## src/rtl/ps2_pkg.sv

```systemverilog
// Shared constants and types for the PS/2 keyboard receiver.
package ps2_pkg;

    localparam int         PS2_DATA_BITS = 8;
    localparam logic [7:0] PS2_EXT       = 8'hE0;
    localparam logic [7:0] PS2_BRK       = 8'hF0;

    typedef enum logic [1:0] {
        ST_IDLE,
        ST_DATA,
        ST_PARITY,
        ST_STOP
    } ps2_state_t;

    // One decoded key event; "rel" marks a key break (F0 prefix).
    typedef struct packed {
        logic       ext;
        logic       rel;
        logic [7:0] code;
    } ps2_event_t;

endpackage

```

## src/rtl/ps2_event_fifo.sv

```systemverilog
// Show-ahead event FIFO. Head is always the oldest entry; storage clears on reset
// so the head reads zero while empty after reset.
module ps2_event_fifo
    import ps2_pkg::*;
#(
    parameter int FIFO_BITS = 2
) (
    input  logic       clk,
    input  logic       reset,
    input  logic       push,
    input  ps2_event_t push_data,
    input  logic       pop,
    output ps2_event_t head,
    output logic       full,
    output logic       empty
);

    localparam int DEPTH = 2 ** FIFO_BITS;

    ps2_event_t           mem [DEPTH];
    logic [FIFO_BITS:0]   wr_ptr;
    logic [FIFO_BITS:0]   rd_ptr;
    logic                 do_push;
    logic                 do_pop;

    assign empty   = (wr_ptr == rd_ptr);
    assign full    = ((wr_ptr ^ rd_ptr) == {1'b1, {FIFO_BITS{1'b0}}});
    assign do_pop  = pop && !empty;
    // A pop in the same cycle frees the slot, so a push into a full FIFO still lands.
    assign do_push = push && (!full || do_pop);
    assign head    = mem[rd_ptr[FIFO_BITS-1:0]];

    // Storage and pointer update.
    always_ff @(posedge clk or posedge reset) begin
        if (reset) begin
            wr_ptr <= '0;
            rd_ptr <= '0;
            for (int i = 0; i < DEPTH; i++) mem[i] <= '0;
        end else begin
            if (do_push) begin
                mem[wr_ptr[FIFO_BITS-1:0]] <= push_data;
                wr_ptr                     <= wr_ptr + 1'b1;
            end
            if (do_pop) rd_ptr <= rd_ptr + 1'b1;
        end
    end

endmodule

```

## src/rtl/ps2_kbd_rx.sv

```systemverilog
// PS/2 keyboard receiver: input conditioning, frame FSM, E0/F0 pre-decoder and
// event FIFO feeding the keyboard matrix logic.
//
// state     | meaning
// ----------+-----------------------------------------------
// ST_IDLE   | waiting for start bit (strobe with data=0)
// ST_DATA   | shifting in 8 data bits, LSB first
// ST_PARITY | capturing the odd parity bit
// ST_STOP   | checking stop bit, classifying the byte
module ps2_kbd_rx
    import ps2_pkg::*;
#(
    parameter int FILTER_LEN = 4,
    parameter int TIMEOUT    = 2048,
    parameter int FIFO_BITS  = 2
) (
    input  logic       clk,
    input  logic       reset,
    input  logic       ps2_clk_in,
    input  logic       ps2_data_in,
    output logic       ev_valid,
    output logic [7:0] ev_code,
    output logic       ev_ext,
    output logic       ev_release,
    input  logic       ev_ready,
    output logic       err_parity,
    output logic       err_frame,
    output logic       overflow
);

    localparam int FW = $clog2(FILTER_LEN + 1);
    localparam int TW = $clog2(TIMEOUT + 1);

    logic                     clk_s1, clk_s2, data_s1, data_s2;
    logic                     clk_filt, clk_filt_q, strobe;
    logic [FW-1:0]            filt_cnt;
    logic [TW-1:0]            to_cnt;
    logic                     timeout;
    ps2_state_t               state;
    logic [2:0]               bit_cnt;
    logic [PS2_DATA_BITS-1:0] shreg;
    logic                     par_bit;
    logic                     ext_f, rel_f;
    logic                     stop_strobe, parity_ok, byte_good, is_prefix;
    logic                     push, pop, fifo_full, fifo_empty;
    ps2_event_t               push_ev, head;

    // Two-flop synchronizers; lines idle high so reset them high to avoid a false edge.
    always_ff @(posedge clk or posedge reset) begin
        if (reset) begin
            clk_s1  <= 1'b1;
            clk_s2  <= 1'b1;
            data_s1 <= 1'b1;
            data_s2 <= 1'b1;
        end else begin
            clk_s1  <= ps2_clk_in;
            clk_s2  <= clk_s1;
            data_s1 <= ps2_data_in;
            data_s2 <= data_s1;
        end
    end

    // Run-length glitch filter on the clock, then a registered falling-edge detect.
    always_ff @(posedge clk or posedge reset) begin
        if (reset) begin
            filt_cnt   <= '0;
            clk_filt   <= 1'b1;
            clk_filt_q <= 1'b1;
            strobe     <= 1'b0;
        end else begin
            if (clk_s2 == clk_filt) begin
                filt_cnt <= '0;
            end else if (filt_cnt == FW'(FILTER_LEN - 1)) begin
                filt_cnt <= '0;
                clk_filt <= clk_s2;
            end else begin
                filt_cnt <= filt_cnt + 1'b1;
            end
            clk_filt_q <= clk_filt;
            strobe     <= clk_filt_q & ~clk_filt;
        end
    end

    // Inactivity counter, cleared by every strobe and saturating at TIMEOUT.
    always_ff @(posedge clk or posedge reset) begin
        if (reset)                      to_cnt <= '0;
        else if (strobe)                to_cnt <= '0;
        else if (to_cnt != TW'(TIMEOUT)) to_cnt <= to_cnt + 1'b1;
    end

    assign timeout = (to_cnt == TW'(TIMEOUT));

    // Stop-bit classification; push is combinational so the FIFO writes on the stop strobe.
    always_comb begin
        stop_strobe = strobe && (state == ST_STOP);
        parity_ok   = ^{shreg, par_bit};
        byte_good   = stop_strobe && data_s2 && parity_ok;
        is_prefix   = (shreg == PS2_EXT) || (shreg == PS2_BRK);
        push        = byte_good && !is_prefix;
        push_ev     = '{ext: ext_f, rel: rel_f, code: shreg};
    end

    assign pop = ev_valid && ev_ready;

    // Frame FSM, prefix flags and registered error/overflow pulses.
    always_ff @(posedge clk or posedge reset) begin
        if (reset) begin
            state      <= ST_IDLE;
            bit_cnt    <= '0;
            shreg      <= '0;
            par_bit    <= 1'b0;
            ext_f      <= 1'b0;
            rel_f      <= 1'b0;
            err_parity <= 1'b0;
            err_frame  <= 1'b0;
            overflow   <= 1'b0;
        end else begin
            err_parity <= 1'b0;
            err_frame  <= 1'b0;
            overflow   <= 1'b0;
            if (!strobe && timeout && state != ST_IDLE) begin
                state     <= ST_IDLE;
                err_frame <= 1'b1;
                ext_f     <= 1'b0;
                rel_f     <= 1'b0;
            end else if (strobe) begin
                case (state)
                    ST_IDLE: begin
                        if (!data_s2) begin
                            state   <= ST_DATA;
                            bit_cnt <= '0;
                        end else begin
                            err_frame <= 1'b1;
                        end
                    end
                    ST_DATA: begin
                        shreg   <= {data_s2, shreg[PS2_DATA_BITS-1:1]};
                        bit_cnt <= bit_cnt + 3'd1;
                        if (bit_cnt == 3'd7) state <= ST_PARITY;
                    end
                    ST_PARITY: begin
                        par_bit <= data_s2;
                        state   <= ST_STOP;
                    end
                    ST_STOP: begin
                        state <= ST_IDLE;
                        if (!data_s2 || !parity_ok) begin
                            err_frame  <= !data_s2;
                            err_parity <= data_s2;
                            ext_f      <= 1'b0;
                            rel_f      <= 1'b0;
                        end else if (shreg == PS2_EXT) begin
                            ext_f <= 1'b1;
                        end else if (shreg == PS2_BRK) begin
                            rel_f <= 1'b1;
                        end else begin
                            ext_f    <= 1'b0;
                            rel_f    <= 1'b0;
                            overflow <= fifo_full && !pop;
                        end
                    end
                    default: state <= ST_IDLE;
                endcase
            end
        end
    end

    ps2_event_fifo #(.FIFO_BITS(FIFO_BITS)) u_fifo (
        .clk       (clk),
        .reset     (reset),
        .push      (push),
        .push_data (push_ev),
        .pop       (pop),
        .head      (head),
        .full      (fifo_full),
        .empty     (fifo_empty)
    );

    assign ev_valid   = !fifo_empty;
    assign ev_code    = head.code;
    assign ev_ext     = head.ext;
    assign ev_release = head.rel;

endmodule

```

## config.mk

```make
export PLATFORM = sky130hd
export DESIGN_NAME = ps2_kbd_rx
export DESIGN_NICKNAME = d
export VERILOG_FILES = /design/src/rtl/ps2_pkg.sv /design/src/rtl/ps2_event_fifo.sv /design/src/rtl/ps2_kbd_rx.sv
export SDC_FILE = /design/constraint.sdc
export NUM_CORES = 1
export LEC_CHECK = 0
export ABC_CLOCK_PERIOD_IN_PS = 4350
export CAP_MARGIN = 20
export CELL_PAD_IN_SITES_DETAIL_PLACEMENT = 1
export CELL_PAD_IN_SITES_GLOBAL_PLACEMENT = 1
export CORE_ASPECT_RATIO = 0.5
export CORE_UTILIZATION = 40
export CTS_CLUSTER_DIAMETER = 200
export DETAILED_ROUTE_END_ITERATION = 6
export PLACE_DENSITY = 0.64
export SETUP_SLACK_MARGIN = 0.4
export SLEW_MARGIN = 25
export SYNTH_ARGS = -nofsm -noshare
export SYNTH_HDL_FRONTEND = slang
export SYNTH_HIERARCHICAL = 1
export SYNTH_SLANG_ARGS = --single-unit
export TNS_END_PERCENT = 5
```

## constraint.sdc

```tcl
create_clock -name clk -period 4.35 [get_ports clk]
set_input_delay 0.435 -clock clk [delete_from_list [all_inputs] [get_ports clk]]
set_output_delay 0.435 -clock clk [all_outputs]
set_load 0.005 [all_outputs]
```

[Word-level counts from Yosys, hierarchy flattened]
Index checks and enable logic that the tools add are counted.
Word-level totals
  flip-flop bits (word level): 87
  input bits: 5
  output and inout bits: 14
  word-level logic and storage cells: 143
Cells by class
  add/sub/neg operators: 5
  order comparisons: 3
  equality and inequality tests: 17
  multiplexer cells: 44
  bitwise logic cells: 7
  reduce and logical (&&, ||, !) cells: 35
Operators with widths (number)
  $bwmux W40: 1
  $mux W10: 3
  $mux W1: 26
  $mux W12: 2
  $bmux W10 S2: 1
  $demux W10 S2: 1
  $eq A8 B8 Y1 const B: 2
  $reduce_and A3 Y1: 5
  $add A12 B1 Y12 const B: 1
  $add A3 B1 Y3 const B: 4
  $eq A12 B12 Y1 const B: 1
  $ne A12 B12 Y1 const B: 1
  $logic_and A1 B1 Y1: 11
  $reduce_bool A2 Y1: 5
  $mux W3: 3
  $reduce_xor A9 Y1: 1
  $mux W2: 4
  $pmux W2 S4: 1
  $logic_not A1 Y1: 7
  $eq A3 B3 Y1 const B: 2
  $ge A3 B3 Y1 const B: 2
  $ne A3 B3 Y1 const B: 2
  $not A2 Y3: 2
  $pmux W3 S2: 1
  17 further kinds: 22

[Depth between registers and ports, before layout]
  depth in word-level cells: 11
  gate-level depth with buffers: 8
  mapped depth without buffers: 7

[By module]
Netlist, hierarchy kept.
Modules (own cells, without submodules)
  ps2_event_fifo: instances 1, cells each 132, area an instance 2195.9 µm², sequential area each 1151.1 µm²
  ps2_kbd_rx: instances 1, cells each 171, area an instance 1919.3 µm², sequential area each 1033.5 µm²

[Worst setup path after synthesis]
No wires, ideal clock.
  path type: reg-to-reg
  from: register u_fifo.rd_ptr[1]
  to: register u_fifo/mem[10] (netlist name)
  arrival time: 2464 ps
  data required time: 4225 ps
  setup slack: 1762 ps
  stages on the path, launching flop included: 8
  path buffers: 1
  cells stage by stage: dfrtp_1 > xor2_2 > or2_2 > nor2_1 > nor2b_1 > buf_1 > o41ai_4 > mux2_2
Between the ends
  cells in the longest elaborated chain, start to end: 6
Ends and longest elaborated chain
  start: declaration: RTL line ps2_event_fifo.sv:22  | logic [FIFO_BITS:0] rd_ptr;
  start signal: assignment: RTL line ps2_event_fifo.sv:44  | if (do_pop) rd_ptr <= rd_ptr + 1'b1;
  $eq A3 B3 Y1: RTL line ps2_event_fifo.sv:26  | assign empty = (wr_ptr == rd_ptr);
  named net fifo_empty: RTL line ps2_kbd_rx.sv:45  | logic push, pop, fifo_full, fifo_empty;
  $logic_not A1 Y1: RTL line ps2_kbd_rx.sv:179  | assign ev_valid = !fifo_empty;
  $logic_and A1 B1 Y1: RTL line ps2_kbd_rx.sv:103  | assign pop = ev_valid && ev_ready;
  named net pop: RTL line ps2_kbd_rx.sv:45
  $logic_and A1 B1 Y1: RTL line ps2_event_fifo.sv:28  | assign do_pop = pop && !empty;
  $logic_or A1 B1 Y1: RTL line ps2_event_fifo.sv:30  | assign do_push = push && (!full || do_pop);
  $logic_and A1 B1 Y1: RTL line ps2_event_fifo.sv:30
  end signal: indexed assignment: RTL line ps2_event_fifo.sv:41  | mem[wr_ptr[FIFO_BITS-1:0]] <= push_data;
  end: declaration: RTL line ps2_event_fifo.sv:20  | ps2_event_t mem [DEPTH];
The timed path passes the listed nets, and every way through them passes these cells.
A chain may end at the register's enable or synchronous reset.

[Worst setup path after layout]
  from: register u_fifo.rd_ptr[1]
  to: register u_fifo/mem[9] (netlist name)
The elaborated chain is that of the path after synthesis.

==> summary.md <==
| Metric | Value |
|---|---|
| Run status | complete, no violations |
| Htree depth | 3 |
| IO Pins | 19 |
| Max-cap violations | 0 |
| Worst min path class | flip-flop to flip-flop |
| Cts repair resizes | 0 |
| Hpwl dp | 5830 um |
| Highest Clock Rate | between 200 and 300 MHz |
| FF+latch count, synth | between 80 and 90 |
| Sequential area share after synthesis | 0.531 |
| Gr usage total | 0.185 |
| Starting Density | 0.423 |
| DR iter-0 viols | between 60 and 70 |
| Antenna Nets Post-Route | 0 |
| Reg2Reg Depth | 7 |
| Total grt overflow | 0 |
| Fin Setup TNS | 0 ps |
| Mean post-synth cell area | 13.6 um^2 |
| Vias in the first global route | around 2800 |
| Worst Setup Start Kind | flip-flop |
| Worst r2r src | u_fifo/rd_ptr[1]$_DFFE_PP0P_ |
| GPL Wtd Cong | about 0.76 |
| Setup Crit Path Kind | flip-flop to flip-flop |
| Final Skew | between 7 and 8 ps |
| R2r setup slk | 960 ps |
| Net Count, Synth | ~320 |
| Overall die width | around 150 um |
| CORE AREA | 0.00973 mm^2 |
| Async S/R FF share, synth | 1.00 |
| Relative slew slack | 0.386 |
| Cell Area, Synth | around 0.0041 mm^2 |
| NumNets Final | between 300 and 400 |
| Setup Buffers After CTS | 0 |
| GR met3 Demand/Resource | 0.0491 |
| Distinct cell type count after synthesis | 42 |
| DRT Wirelength | 8410 um |
| Final setup viols | 0 |
| Inserted Clock Buffers | 9 |
| Worst Path Max Fanout | 13 |
| Setup crit end | u_fifo/mem[9]$_DFFE_PP0P_ |
| CTS tree | done |
| Pin count of the biggest net entering global routing | 47 |
| Fraction of final layout cells sized beyond drive strength 1 | 0.237 |
| Design Power | ~0.0028 W |
| N_diodes | 0 |
| Slew Limit Fails | 0 |
| CP required | between 4000 and 5000 ps |
| P_leak | about 2.2 nW |
| First-pass GRT wire length | 14800 um |
| Clk slew on worst S/H paths | 70 ps |
| Clk Latency, worst-skew pair | roughly 340 ps |
| Clock tree sinks | 87 |
| Unrepaired setup endpoints after global routing | no |
| EDFF count, synth | 0 |
| Worst hold slack | 357 ps |
| DR vias | around 2400 |
| Cell row count | 25 |
| Met1 usage | 0.229 |
| Die area | between 0.01 and 0.015 mm^2 |
| Fin util | 0.488 |
| Slew at the pin with the worst max-slew slack | a little over 900 ps |
| VDD IR max | about 0.35 mV |
| Gr busiest metal | met2 |
| DP Worst Slack | between 900 and 1000 ps |
| Critical path endpoint category | flip-flop |
| Hold buffers post-CTS | 0 |
| Syn. warnings | 6 |
| Fin. Hold Viols | 0 |
| Critical path startpoint | u_fifo/rd_ptr[1]$_DFFE_PP0P_ |
| Max Root-Sink Buffers | 2 |
| CTS root buf | clkbuf_16 |
| DRC Markers | 0 |
| Area growth, synth to finish | 15.3% |
| PD cells | 595 mW/mm^2 |
| Cells after Synth | 303 |
| Final worst-path cycle share | 0.779 |
| Crit path time final | between 3000 and 4000 ps |
| Total iterations of the first detailed-routing run | 4 |
| I/O Buffers | 18 |
| Top_reg_cell synth | dfrtp_1 |
| Vias per cell | 5.18 |
| Final WS setup | between 900 and 1000 ps |
| Met2 Use GR | 0.318 |
| Die Y | 73.7 um |
| Initial antenna violation count | 0 |
| R2R Path End | u_fifo/mem[9]$_DFFE_PP0P_ |
| Routed len/inst | about 18 um |
| CP Data Arrival Time | roughly 3600 ps |
| Fillcell total | around 1000 |
## layer usage
layer	up-vias	wire length, um
li1	1135	-
met1	1250	3970
met2	28	4090
met3	13	212
met4	0	136
met5	-	0
## final cells by class
| class | instances | area [um^2] | area share |
|---|---|---|---|
| Inverter | 11 | 41.3 | 0.00870 |
| Tap cell | 135 | 169 | 0.0356 |
| Sequential cell | 87 | 2180 | 0.460 |
| Clock inverter | 5 | 40.0 | 0.00844 |
| Clock buffer | 11 | 243 | 0.0512 |
| Timing Repair Buffer | 22 | 210 | 0.0443 |
| Multi-Input combinational cell | 197 | 1860 | 0.391 |
## cells in the mapped netlist (5+ instances only)
cell | number | area, um^2
xnor2_1 | 11 | 96.3
nor3_1 | 5 | 25.0
dfstp_2 | 6 | 158
nand2_1 | 12 | 45.0
mux4_2 | 10 | 225
inv_1 | 11 | 41.3
ha_1 | 14 | 175
nand3_1 | 7 | 35.0
nor2_1 | 19 | 71.3
xor2_1 | 8 | 70.1
clkbuf_1 | 5 | 18.8
mux2_1 | 19 | 214
dfrtp_1 | 81 | 2030
mux2_2 | 34 | 383
o21ai_0 | 5 | 25.0
## through the flow
stage               instances  instance area (um^2)
floorplan                 303                  4120
global placement          452                  4460
detailed placement        452                  4460
CTS                       468                  4740
global route              468                  4740
finish                    468                  4740
## registers in the layout, indices dropped and copies added, names as in the netlist, 2 cells and up
signal         count
bit_cnt            3
filt_cnt           3
shreg              8
state              2
to_cnt            12
u_fifo/mem        40
u_fifo/rd_ptr      3
u_fifo/wr_ptr      3
## worst max-delay path: stages, from the launching register on
cell and delay (ps):
dfrtp_1 760, xor2_2 340, or2_2 380, nor2_1 180
nor2b_1 220, o41ai_2 770, buf_4 280, mux2_1 340
## power breakdown
group	switching (W)	internal, W	leakage [nW]
logic	0.000441	0.000440	0.897
clock network	0.000332	0.000407	0.129
registers	0.000232	0.000971	1.16
total	0.00100	0.00182	2.18
## worst min path at each step
stage,end,startpoint,depth (start not counted)
2_1_floorplan,clk_s2$_DFF_PP1_,clk_s1$_DFF_PP1_,0
3_3_place_gp,data_s2$_DFF_PP1_,data_s1$_DFF_PP1_,0
3_5_place_dp,data_s2$_DFF_PP1_,data_s1$_DFF_PP1_,0
4_1_cts,data_s2$_DFF_PP1_,data_s1$_DFF_PP1_,0
5_1_grt,data_s2$_DFF_PP1_,data_s1$_DFF_PP1_,0
6_report,clk_s2$_DFF_PP1_,clk_s1$_DFF_PP1_,0
## placed cells by master (no fill, tap or decap), types with 3 or more instances in the layout
master	synthesis	routed
dfrtp_1	81	81
mux2_2	34	34
nor2_1	19	19
mux2_1	19	19
clkdlybuf4s50_1	0	18
ha_1	14	14
nand2_1	12	12
xnor2_1	11	11
inv_1	11	10
mux4_2	10	10
clkbuf_16	0	9
xor2_1	8	8
nand3_1	7	7
dfstp_2	6	6
o21ai_0	5	5
nor3_1	5	5
nand4_1	4	4
a21oi_1	4	4
nor2b_1	4	4
buf_4	0	4
and2_1	4	4
nor4_1	3	3
nand2b_1	3	3
nor3b_1	3	3
clkinvlp_4	0	3
o41ai_4	3	3
## cell families (layout without fill, tap and decap cells)
logic type | count (synthesis) | after routing | share of synthesized area
buf+inv | 19 | 49 | 0.0179
flops | 87 | 87 | 0.531
fa+ha+maj | 14 | 14 | 0.0426
compound gates | 23 | 23 | 0.0538
xor+xnor | 24 | 24 | 0.0617
simple gates | 71 | 71 | 0.0885
mux | 65 | 65 | 0.205
Power figures use the tool's default switching activity.
